===== src/rtl/fir_ctrl_pkg.sv =====
// rtl/fir_ctrl_pkg.sv - shared types and constants for the FIR stream controller (FIR_FLUSH_EN adds ST_FLUSH)
package fir_ctrl_pkg;

    localparam int FIR_DATA_W = 32;

    localparam logic [31:0] FP_ZERO = 32'h0000_0000;

    typedef enum logic [1:0] {
        ST_IDLE,
        ST_ISSUE,
        ST_WAIT
`ifdef FIR_FLUSH_EN
        , ST_FLUSH
`endif
    } state_e;

endpackage


===== src/rtl/fir_stream_ctrl_if.sv =====
// rtl/fir_stream_ctrl_if.sv - sample, result and FIR-side signals of the controller (FIR_FLUSH_EN adds flush)
interface fir_stream_ctrl_if
    import fir_ctrl_pkg::*;
#(
    parameter int DATA_W     = FIR_DATA_W,
    parameter int FIFO_DEPTH = 8
) ();

    logic [DATA_W-1:0]           in_data;
    logic                        in_valid;
    logic                        in_ready;
    logic [DATA_W-1:0]           out_data;
    logic                        out_valid;
    logic                        out_ready;
    logic [DATA_W-1:0]           fir_data_in;
    logic                        fir_load;
    logic [DATA_W-1:0]           fir_data_out;
    logic                        fir_busy;
`ifdef FIR_FLUSH_EN
    logic                        flush;
`endif
    logic                        wdog_err;
    logic [$clog2(FIFO_DEPTH):0] fifo_level;

    // Controller side
    modport slave (
        input  in_data, in_valid, out_ready, fir_data_out, fir_busy,
`ifdef FIR_FLUSH_EN
        input  flush,
`endif
        output in_ready, out_data, out_valid, fir_data_in, fir_load, wdog_err, fifo_level
    );

    // Source / consumer / FIR side
    modport master (
        output in_data, in_valid, out_ready, fir_data_out, fir_busy,
`ifdef FIR_FLUSH_EN
        output flush,
`endif
        input  in_ready, out_data, out_valid, fir_data_in, fir_load, wdog_err, fifo_level
    );

endinterface


===== src/rtl/fir_sample_fifo.sv =====
// rtl/fir_sample_fifo.sv - synchronous sample FIFO with full/empty/level, async active-low reset
module fir_sample_fifo
    import fir_ctrl_pkg::*;
#(
    parameter int DATA_W = FIR_DATA_W,
    parameter int DEPTH  = 8,
    localparam int AW    = $clog2(DEPTH)
) (
    input  logic              clk,
    input  logic              rst,
    input  logic              push,
    input  logic              pop,
    input  logic [DATA_W-1:0] wdata,
    output logic [DATA_W-1:0] rdata,
    output logic              full,
    output logic              empty,
    output logic [AW:0]       level
);

    logic [DATA_W-1:0] mem_q [DEPTH];
    logic [AW-1:0]     wr_ptr_q, wr_ptr_d;
    logic [AW-1:0]     rd_ptr_q, rd_ptr_d;
    logic [AW:0]       level_q, level_d;
    logic              push_ok, pop_ok;

    assign full  = (level_q == (AW+1)'(DEPTH));
    assign empty = (level_q == '0);
    assign level = level_q;
    assign rdata = mem_q[rd_ptr_q];

    // a push into a full FIFO is only legal when the head leaves in the same cycle
    assign push_ok = push && (!full || pop);
    assign pop_ok  = pop && !empty;

    // pointer and occupancy update; pointers wrap naturally since DEPTH is a power of 2
    always_comb begin
        wr_ptr_d = wr_ptr_q;
        rd_ptr_d = rd_ptr_q;
        level_d  = level_q;
        if (push_ok) wr_ptr_d = wr_ptr_q + AW'(1);
        if (pop_ok)  rd_ptr_d = rd_ptr_q + AW'(1);
        case ({push_ok, pop_ok})
            2'b10:   level_d = level_q + (AW+1)'(1);
            2'b01:   level_d = level_q - (AW+1)'(1);
            default: level_d = level_q;
        endcase
    end

    // pointer/level registers
    always_ff @(posedge clk or negedge rst) begin
        if (!rst) begin
            wr_ptr_q <= '0;
            rd_ptr_q <= '0;
            level_q  <= '0;
        end else begin
            wr_ptr_q <= wr_ptr_d;
            rd_ptr_q <= rd_ptr_d;
            level_q  <= level_d;
        end
    end

    // sample storage; contents are don't-care until written
    always_ff @(posedge clk) begin
        if (push_ok) mem_q[wr_ptr_q] <= wdata;
    end

endmodule


===== src/rtl/fir_stream_ctrl.sv =====
// rtl/fir_stream_ctrl.sv - FIR streaming front-end: input FIFO, issue FSM, watchdog, held result (FIR_FLUSH_EN enables flush)
module fir_stream_ctrl
    import fir_ctrl_pkg::*;
#(
    parameter int DATA_W     = FIR_DATA_W,
    parameter int FIFO_DEPTH = 8,
    parameter int NUM_TAPS   = 8,
    parameter int WDOG_MAX   = 64
) (
    input  logic             clk,
    input  logic             rst,
    fir_stream_ctrl_if.slave bus
);

    localparam int LW = $clog2(FIFO_DEPTH) + 1;
    localparam int WW = $clog2(WDOG_MAX + 1);

    state_e            state_q, state_d;
    logic [WW-1:0]     wcnt_q, wcnt_d;
    logic [DATA_W-1:0] out_data_q, out_data_d;
    logic              out_valid_q, out_valid_d;
    logic              wdog_err_q, wdog_err_d;
    logic              rdy_en_q;
    logic              fir_load;
    logic [DATA_W-1:0] fir_data;
    logic              fifo_push, fifo_pop, fifo_full, fifo_empty;
    logic [DATA_W-1:0] fifo_head;
    logic [LW-1:0]     fifo_level;
`ifdef FIR_FLUSH_EN
    localparam int TW = $clog2(NUM_TAPS + 1);
    logic              flush_pend_q, flush_pend_d;
    logic [TW-1:0]     tap_cnt_q, tap_cnt_d;
    logic              tap_wait_q, tap_wait_d;
`endif

    // head is consumed exactly in the ISSUE cycle, which also frees a slot for a same-cycle push
    assign fifo_pop     = (state_q == ST_ISSUE);
    assign bus.in_ready = rdy_en_q && (!fifo_full || fifo_pop);
    assign fifo_push    = bus.in_valid && bus.in_ready;

    fir_sample_fifo #(
        .DATA_W (DATA_W),
        .DEPTH  (FIFO_DEPTH)
    ) u_fifo (
        .clk   (clk),
        .rst   (rst),
        .push  (fifo_push),
        .pop   (fifo_pop),
        .wdata (bus.in_data),
        .rdata (fifo_head),
        .full  (fifo_full),
        .empty (fifo_empty),
        .level (fifo_level)
    );

    assign bus.fifo_level  = fifo_level;
    assign bus.out_data    = out_data_q;
    assign bus.out_valid   = out_valid_q;
    assign bus.wdog_err    = wdog_err_q;
    assign bus.fir_load    = fir_load;
    assign bus.fir_data_in = fir_data;

    // next state, FIR strobe, watchdog and result capture
    always_comb begin
        state_d     = state_q;
        wcnt_d      = wcnt_q;
        out_data_d  = out_data_q;
        out_valid_d = out_valid_q && !bus.out_ready;
        wdog_err_d  = wdog_err_q;
        fir_load    = 1'b0;
        fir_data    = DATA_W'(FP_ZERO);
`ifdef FIR_FLUSH_EN
        flush_pend_d = (state_q != ST_IDLE) && (flush_pend_q || bus.flush);
        tap_cnt_d    = tap_cnt_q;
        tap_wait_d   = tap_wait_q;
`endif
        case (state_q)
            ST_IDLE: begin
`ifdef FIR_FLUSH_EN
                if (flush_pend_q || bus.flush) begin
                    state_d    = ST_FLUSH;
                    tap_cnt_d  = '0;
                    tap_wait_d = 1'b0;
                end else
`endif
                // a result leaving this cycle frees the register for the next issue
                if (!fifo_empty && (!out_valid_q || bus.out_ready)) begin
                    state_d = ST_ISSUE;
                end
            end
            ST_ISSUE: begin
                fir_load = 1'b1;
                fir_data = fifo_head;
                wcnt_d   = '0;
                state_d  = ST_WAIT;
            end
            ST_WAIT: begin
                if (!bus.fir_busy) begin
                    out_data_d  = bus.fir_data_out;
                    out_valid_d = 1'b1;
                    state_d     = ST_IDLE;
                end else if (wcnt_q == WW'(WDOG_MAX - 1)) begin
                    wdog_err_d = 1'b1;
                    state_d    = ST_IDLE;
                end else begin
                    wcnt_d = wcnt_q + WW'(1);
                end
            end
`ifdef FIR_FLUSH_EN
            ST_FLUSH: begin
                if (!tap_wait_q) begin
                    fir_load   = 1'b1;
                    tap_wait_d = 1'b1;
                    wcnt_d     = '0;
                end else if (!bus.fir_busy) begin
                    if (tap_cnt_q == TW'(NUM_TAPS - 1)) begin
                        state_d = ST_IDLE;
                    end else begin
                        tap_cnt_d  = tap_cnt_q + TW'(1);
                        tap_wait_d = 1'b0;
                    end
                end else if (wcnt_q == WW'(WDOG_MAX - 1)) begin
                    wdog_err_d = 1'b1;
                    state_d    = ST_IDLE;
                end else begin
                    wcnt_d = wcnt_q + WW'(1);
                end
            end
`endif
            default: state_d = ST_IDLE;
        endcase
    end

    // controller registers; any in-flight FIR result is dropped on reset
    always_ff @(posedge clk or negedge rst) begin
        if (!rst) begin
            state_q     <= ST_IDLE;
            wcnt_q      <= '0;
            out_data_q  <= '0;
            out_valid_q <= 1'b0;
            wdog_err_q  <= 1'b0;
            rdy_en_q    <= 1'b0;
`ifdef FIR_FLUSH_EN
            flush_pend_q <= 1'b0;
            tap_cnt_q    <= '0;
            tap_wait_q   <= 1'b0;
`endif
        end else begin
            state_q     <= state_d;
            wcnt_q      <= wcnt_d;
            out_data_q  <= out_data_d;
            out_valid_q <= out_valid_d;
            wdog_err_q  <= wdog_err_d;
            rdy_en_q    <= 1'b1;
`ifdef FIR_FLUSH_EN
            flush_pend_q <= flush_pend_d;
            tap_cnt_q    <= tap_cnt_d;
            tap_wait_q   <= tap_wait_d;
`endif
        end
    end

endmodule


===== src/flat_wrapper.sv =====
// flat-port wrapper written by rule: the top's interface ports become plain ports
module fir_stream_ctrl_flat import fir_ctrl_pkg::*;
#(
    parameter int DATA_W     = FIR_DATA_W,
    parameter int FIFO_DEPTH = 8,
    parameter int NUM_TAPS   = 8,
    parameter int WDOG_MAX   = 64
)
  (clk, rst, bus_in_data, bus_in_valid, bus_out_ready, bus_fir_data_out, bus_fir_busy, bus_in_ready, bus_out_data, bus_out_valid, bus_fir_data_in, bus_fir_load, bus_wdog_err, bus_fifo_level);
  fir_stream_ctrl_if #(.DATA_W(DATA_W), .FIFO_DEPTH(FIFO_DEPTH)) bus_i ();
  input  logic clk;
  input  logic rst;
  input wire logic [$bits(bus_i.in_data)-1:0] bus_in_data;
  input wire logic [$bits(bus_i.in_valid)-1:0] bus_in_valid;
  input wire logic [$bits(bus_i.out_ready)-1:0] bus_out_ready;
  input wire logic [$bits(bus_i.fir_data_out)-1:0] bus_fir_data_out;
  input wire logic [$bits(bus_i.fir_busy)-1:0] bus_fir_busy;
  output wire logic [$bits(bus_i.in_ready)-1:0] bus_in_ready;
  output wire logic [$bits(bus_i.out_data)-1:0] bus_out_data;
  output wire logic [$bits(bus_i.out_valid)-1:0] bus_out_valid;
  output wire logic [$bits(bus_i.fir_data_in)-1:0] bus_fir_data_in;
  output wire logic [$bits(bus_i.fir_load)-1:0] bus_fir_load;
  output wire logic [$bits(bus_i.wdog_err)-1:0] bus_wdog_err;
  output wire logic [$bits(bus_i.fifo_level)-1:0] bus_fifo_level;
  assign bus_i.in_data = bus_in_data;
  assign bus_i.in_valid = bus_in_valid;
  assign bus_i.out_ready = bus_out_ready;
  assign bus_i.fir_data_out = bus_fir_data_out;
  assign bus_i.fir_busy = bus_fir_busy;
  assign bus_in_ready = bus_i.in_ready;
  assign bus_out_data = bus_i.out_data;
  assign bus_out_valid = bus_i.out_valid;
  assign bus_fir_data_in = bus_i.fir_data_in;
  assign bus_fir_load = bus_i.fir_load;
  assign bus_wdog_err = bus_i.wdog_err;
  assign bus_fifo_level = bus_i.fifo_level;
  fir_stream_ctrl #(.DATA_W(DATA_W), .FIFO_DEPTH(FIFO_DEPTH), .NUM_TAPS(NUM_TAPS), .WDOG_MAX(WDOG_MAX)) u_core (.clk(clk), .rst(rst), .bus(bus_i));
endmodule

===== config.mk =====
export PLATFORM = sky130hd
export DESIGN_NAME = fir_stream_ctrl_flat
export DESIGN_NICKNAME = d
export VERILOG_FILES = /design/src/rtl/fir_ctrl_pkg.sv /design/src/rtl/fir_stream_ctrl_if.sv /design/src/rtl/fir_sample_fifo.sv /design/src/rtl/fir_stream_ctrl.sv /design/src/flat_wrapper.sv
export SDC_FILE = /design/constraint.sdc
export NUM_CORES = 1
export LEC_CHECK = 0
export CAP_MARGIN = 5
export CORE_MARGIN = 2
export CORE_UTILIZATION = 30
export CTS_CLUSTER_DIAMETER = 100
export DETAILED_ROUTE_END_ITERATION = 8
export PLACE_DENSITY_LB_ADDON = 0.15
export SLEW_MARGIN = 20
export SYNTH_ARGS = -nofsm -noshare
export SYNTH_HDL_FRONTEND = slang
export SYNTH_SLANG_ARGS = --single-unit
export TNS_END_PERCENT = 1

===== constraint.sdc =====
create_clock -name clk -period 5.8 [get_ports clk]
set_input_delay 0.58 -clock clk [delete_from_list [all_inputs] [get_ports clk]]
set_output_delay 0.58 -clock clk [all_outputs]
set_load 0.01 [all_outputs]

==> summary.md <==
| Metric | Value |
|---|---|
| Unrepaired setup endpoints after global routing | false |
| CTS Buf Count | 35 |
| Sw Pwr | between 2000 and 2500 uW |
| Nets | 803 |
| Clock Power Share | 29.0% |
| Syn Inst Count | 564 |
| DRT Wirelength | 26.9 mm |
| Post-CTS setup buffer count | 0 |
| CTS tree | done |
| Post-synth EDFFs | 256 |
| Worst-Skew Late Latency | between 500 and 600 ps |
| Slew headroom | 33.9% |
| Sequential Power Share | 42.8% |
| YS warnings | 0 |
| Status | complete, no violations |
| Pre-antenna DRT Iters | 4 |
| Combinational group share of total power | 28.1% |
| Top cells by area, synth | edfxtp_1, dfrtp_1, mux4_2, mux4_1, a22o_1 |
| Kind of critical path | reg -> out |
| Vias in the first global route | 6711 |
| Dpl hpwl | ~16 mm |
| Post-CTS sizing | 0 |
| Crit path DAT | approximately 3400 ps |
| Routed vias/inst | approximately 4.7 |
| Main synth FF type | edfxtp_1 |
| Max Cap Viol | 0 |
| Ys async rst share | 17.4% |
| P_int | ~5100 uW |
| Vias | approximately 6.0k |
| Die ar. | 0.0417 mm2 |
| CP delay by family, top | flip-flops |
| CTS max path bufs | 3 |
| Worst reg2reg startpoint | u_core.state_q[1] |
| Initial DRC count | 417 |
| Final worst slack | between 1500 and 2000 ps |
| Post-Synth XOR/XNOR Area | 0.656% |
| Largest net degree at the start of global routing | 55 |
| Die Height | 204 um |
| Final setup fails | 0 |
| Root Driver | clkbuf_16 |
| FMAX | 0.250 GHz |
| Fin Clk Skew | 12.7 ps |
| Most numerous cell in the Yosys netlist | edfxtp_1 |
| Yosys reg bits | 310 |
| Gr usage total | between 10% and 20% |
| Boundary Pins | 141 |
| Crit Path Max Fanout | 48 |
| Layout area overhead | 25.8% |
| WL/cell | ~21 um |
| Largest area contributor in the netlist | edfxtp_1 |
| Hold buffer count at CTS | 0 |
| Compound-gate portion of the synthesized area | 3.38% |
| Simple-gate share of the synthesized area | around 2.5% |
| Post-synth top cells | edfxtp_1, dfrtp_1, mux4_2 |
| CP max-delay cell | dfrtp_4 |
| Final Hold Vio Count | 0 |
| Setup TNS | 0 ps |
| Largest family of logic cells by synthesized area | multiplexers |
| Die X | a little over 200 um |
| GPL Wtd Cong | 0.668 |
| Worst endpoint required time | 5220 ps |
| Min Clock Period, post-route | 3990 ps |
| Antenna diodes | 0 |
| Synth Net Count | 639 |
| First-pass GRT wire length | 40.8 mm |
| Synth Area in Adders | 0.624% |
| Critical path endpoint category | primary output |
| Peak VDD IR | 224 uV |
| Rows | 73 |
| Final Max Slew Viols | 0 |
| Critical Path Source | u_core.u_fifo.rd_ptr_q[0] |
| Net Sw Frac | 28.4% |
| Sequential area share after synthesis | 75.2% |
| Clock tree sinks | 310 |
| Mapped cell area | 0.0120 mm2 |
| Fin crit share | between 60 and 70% |
| ANT nets after route | 0 |
| Delay of the slowest cell on the worst path | 1060 ps |
| Core Region | 0.0396 mm2 |
| IO Port Bufs | between 100 and 150 |
| Hold Path Class | in -> async |
| P_leak | 0.00508 uW |
| Pwr dens | 468 mW/mm2 |
| Post-synthesis mux area share | 15.8% |
| Synth cell types | 44 |
| CTS clk-pin slew, worst paths | 50 ps |
| H-tree depth | 2 |
| Grt ovf | 0 |
| Top-area cell type share of the netlist area | 63.9% |
| DR DRC count | 0 |
| Crit-path cells | buf_4, mux4_2, a22o_1, clkdlybuf4s50_1 |
| Layout cells sized above 1 | 20.1% |
| WP buf/inv | 2 |
| Startpoint Class | flop |
| Effective utilization at floorplan | 30.3% |
| Post-place setup slack | 2250 ps |
| Fill count | 3700 |
| Initial antenna violation count | 1 |
| Worst-Margin Slew | 991 ps |
| Mean area per synthesized cell | 21.3 um2 |
stage by stage:
| stage | util (%) | power [uW] | cells | hold slack [ps] | area (um2) |
|---|---|---|---|---|---|
| after global placement | 35.5 | 5080 | 1216 | 464 | 14100 |
| final | 38.2 | 7080 | 1277 | 207 | 15100 |
| after detailed placement | 35.5 | 5120 | 1216 | 464 | 14100 |
| after floorplan | - | 4240 | 564 | 284 | 12000 |
| after global routing | 38.2 | 7460 | 1277 | 263 | 15100 |
| after CTS | 38.2 | 7220 | 1277 | 214 | 15100 |
worst paths after layout:
path	to	slack (ps)	cells after the start
worst min register to register	u_core.bus.out_data[13]	480	1
worst max-delay path	bus_fir_data_in[11]	1810	4
worst min-delay path	u_core.bus.out_data[0]	210	2
min in group clk	u_core.bus.out_data[13]	480	1
max in group asynchronous	u_core.u_fifo.rd_ptr_q[0]	5070	2
worst max register to register	u_core.u_fifo.mem_q[3][0]	2900	5
cell usage in the layout, fill, tap and decap left out, drive strengths merged, types with 2 or more instances in the layout:
cell and n:
clkinv 10, nor4 2, mux2 35, nand4 3, nand3 4, inv 6
o21ai 3, and3 3, and4b 2, xor2 4, a22o 32, o22ai 3
a31oi 2, clkbuf 47, nand2 10, edfxtp 256, mux4 64, nand2b 5
clkdlybuf4s50 139, a21oi 6, dfrtp 54, ha 6, buf 18, nor3 9
nor2 10, xnor2 5, a2bb2oi 2
layout make-up:
cell class / count / area [um2] / area share, %
Inverter: 4 / 15.0 / 0.0993
Clock buffer: 47 / 962 / 6.36
Timing Repair Buffer: 157 / 1520 / 10.1
Sequential cell: 310 / 9040 / 59.8
Multi-Input combinational cell: 220 / 2820 / 18.6
Clock inverter: 14 / 109 / 0.720
Tap cell: 525 / 657 / 4.34
power by group through the flow:
| stage | logic, uW | registers [uW] | clock network (uW) |
|---|---|---|---|
| 2_1_floorplan | 1280 | 2960 | 0 |
| 3_3_place_gp | 2010 | 3070 | 0 |
| 3_5_place_dp | 2040 | 3080 | 0 |
| 4_1_cts | 2040 | 3050 | 2130 |
| 5_1_grt | 2150 | 3090 | 2220 |
| 6_report | 1990 | 3030 | 2060 |
state kept, by name (all words and copies together) (netlist names):
name,flops
u_core.rdy_en_q,1
u_core.bus.wdog_err,1
u_core.u_fifo.rd_ptr_q,3
u_core.u_fifo.level,4
u_core.u_fifo.wr_ptr_q,3
u_core.bus.out_data,32
u_core.state_q,2
u_core.bus.out_valid,1
u_core.wcnt_q,7
u_core.u_fifo.mem_q,256
layer usage:
layer / GRT usage [%] / vias to the layer above / wire (um)
met1: 16.5 / 3144 / 11400
met4: 3.83 / 2 / 589
met2: 22.4 / 158 / 13400
met5: 0 / - / 12
li1: - / 2673 / -
met3: 3.16 / 44 / 1560
worst reg2reg max path: cells and delay by family, from the launching register on:
kind / cells / cell delay [ps]
DFF: 1 / 470
and+or+nand+nor: 4 / 1650
buffers and inverters: 1 / 430
cell families after synthesis:
group                    Yosys count
flip-flops                       310
multiplexers                      99
AND/OR/NAND/NOR                   53
AO/OA/AOI/OAI                     52
buffers and inverters             34
XOR/XNOR                           9
adder cells (fa/ha/maj)            6
other                              1
(Power assumes the default switching activity.)
==> RTL edit, RTL diff (same settings) <==
Set the package constant `FIR_DATA_W` to 48 (it was 32).
--- a/src/rtl/fir_ctrl_pkg.sv
+++ b/src/rtl/fir_ctrl_pkg.sv
@@ -2,5 +2,5 @@
 package fir_ctrl_pkg;
 
-    localparam int FIR_DATA_W = 32;
+    localparam int FIR_DATA_W = 48;
 
     localparam logic [31:0] FP_ZERO = 32'h0000_0000;
Interface: changed (resized bus_fir_data_in, bus_fir_data_out, bus_in_data and bus_out_data); port bits go from 141 to 205. The function was not compared with the original's and may differ.
==> RTL edit against the unedited design <==
Via count increased by 41%; total power increased by 47%; worst setup slack got worse by 98 ps; sequential cell count grew 144; non-clock buffer count rose by 67; synthesized area increased by 45%; cell area is 45% higher; sequential share of layout area grew 0.70 points; routed wire length increased by 49%; largest power group unchanged.
==> RTL edit: results (changes against the unedited design) <==
- Initial DRC count: 438 (+5.0%)
- Leak: 7.34 nW (+44%)
- Asr flop ratio synth: 15.4% (-2.0 points)
- Worst vdd ir: 0.196 mV (-13%)
- Top_reg_cell synth: edfxtp_1
- Status: finished, final reports clean
- 1st-pass router iterations: 5 (+1)
- Post-synthesis sequential area ratio: 76.4% (+1.3 points)
- CTS H-Tree Depth: 2 (unchanged)
- Hpwl dp: 21900 µm (+40%)
- Clock Path Buffers: 3 (unchanged)
- Initial antenna violation count: 5 (+4)
- Root buffer cell: clkbuf_16
- Worst-Skew Late Latency: 590 ps (+80 ps)
- Cts bufs inserted: 51 (+46%)
- First-pass GRT wire length: 60000 µm (+47%)
- Largest net degree at the start of global routing: 71 (+29%)
- Post-synth EDFFs: 384 (+50%)
- Total GRT Usage: 13.6% (+0.53 points)
- Top cells by area, synth: edfxtp_1, mux4_2, dfrtp_1
- Place WS: 2240 ps (-10.0 ps)
- Port bufs: 204 (+46%)
- CP peak stage delay: 1130 ps (+70 ps)
- Pint: 7.46 mW (+47%)
- Final cell count without fillers: 1830 (+43%)
- Number of global-route vias before repair: 9123 (+36%)
- Via/cell ratio: 4.64 (-1.7%)
- Fillers: 5284 (+43%)
- Post-CTS Setup Inserts: 0 (unchanged)
- Layout cell share with drive strength beyond 1: 18.5% (-1.5 points)
- Worst path arrival time: 3510 ps (+100 ps)
- Min-delay worst type: in -> async
- Ys Warns: 0 (unchanged)
- Gp weighted congestion: 0.708 (+5.9%)
- Flip-flop count of the largest register after layout: 384 (+50%)
- Syn Area/Cell: 22.1 µm² (+3.7%)
- Nets: 1130 (+41%)
- Final Skew: 24.0 ps (+11.3 ps)
- CP Max Fanout: 64 (+33%)
- Post_cts resized: 0 (unchanged)
- Commonest cells post-synth: edfxtp_1, mux4_2, dfrtp_1, a22o_1, mux2_1
- Syn_nets: 893 (+40%)
- Routed WL: 40200 µm (+49%)
- Worst-margin pin slew: 1090 ps (+103 ps)
- Post-Place Cells: 1735 (+43%)
[RTL edit: cell types whose count changed in the layout (fill, tap and decap cells not counted), sizes merged, moves of 3 or more]
cell	delta
clkdlybuf4s50	+64
mux2	+16
a22o	+16
clkbuf	+10
buf	+3
edfxtp	+128
bufinv	+4
clkinv	+20
nor3	-3
mux4	+32
dfrtp	+16
nor2b	+4
[RTL edit: through the flow]
| stage | hold slack (ps) | area, µm² | power (mW) | utilization (%) | setup TNS, ps |
|---|---|---|---|---|---|
| floorplan | 284 | 17400 | 6.09 | - | -29870 |
| global placement | 468 | 20300 | 7.37 | 35.4 | 0 |
| detailed placement | 474 | 20300 | 7.39 | 35.4 | 0 |
| CTS | 219 | 22000 | 10.6 | 38.2 | 0 |
| global route | 283 | 22000 | 10.9 | 38.2 | 0 |
| finish | 213 | 22000 | 10.4 | 38.2 | 0 |
[RTL edit: cells by family (layout without fill, tap and decap cells)]
logic type	Yosys count	after routing	synth area share [%]
and+or+nand+nor	53	53	1.64
adders and majority gates	6	6	0.432
muxes	147	147	16.1
AOI/OAI and AO/OA	72	72	3.29
DFF	454	454	76.4
xor gates and xnor gates	9	9	0.454
other	1	3	0.0216
buffers and inverters	44	321	1.66
[RTL edit: routing by layer]
layer  vias to the layer above  wire (µm)  track usage [%]
met3                        78       1740             2.89
met4                        10       1050             5.02
met1                      4462      17900             18.1
met5                         -         68                0
met2                       161      19400             22.1
li1                       3772          -                -
[RTL edit: cell type report]
type / instances / area [µm²] / area share (%)
clock buffer: 57 / 1340 / 6.10
multi-input combinational: 288 / 3870 / 17.6
inverter: 4 / 15.0 / 0.0683
sequential: 454 / 13300 / 60.5
antenna: 2 / 5.00 / 0.0228
timing repair buffer: 224 / 2200 / 10.0
tap: 765 / 957 / 4.36
clock inverter: 36 / 293 / 1.33
[RTL edit: worst paths after layout]
kind	cells past startpoint	from	endpoint	slack [ps]
min in group clk	1	u_core.bus.out_data[8]	u_core.bus.out_data[8]	480
worst max register to register	5	u_core.state_q[1]	u_core.u_fifo.mem_q[6][25]	2640
worst max-delay path	4	u_core.u_fifo.rd_ptr_q[1]	bus_fir_data_in[4]	1710
worst min-delay path	2	rst	u_core.bus.out_data[27]	210
worst min register to register	1	u_core.bus.out_data[8]	u_core.bus.out_data[8]	480
max in group asynchronous	2	rst	u_core.u_fifo.rd_ptr_q[0]	4900
[RTL edit: worst reg2reg max path, cell delays in order (launching register included)]
cell,delay (ps)
dfrtp_1,510
nand2b_2,330
nand3_1,230
nand3_1,290
nor2_4,860
buf_4,550
[RTL edit: power by group through the flow]
stage	Sequential [mW]	Combinational [mW]	Clock (mW)
final	4.35	2.88	3.14
after CTS	4.37	2.97	3.25
after global routing	4.42	3.11	3.38
after floorplan	4.30	1.78	0
after detailed placement	4.43	2.96	0
after global placement	4.42	2.95	0
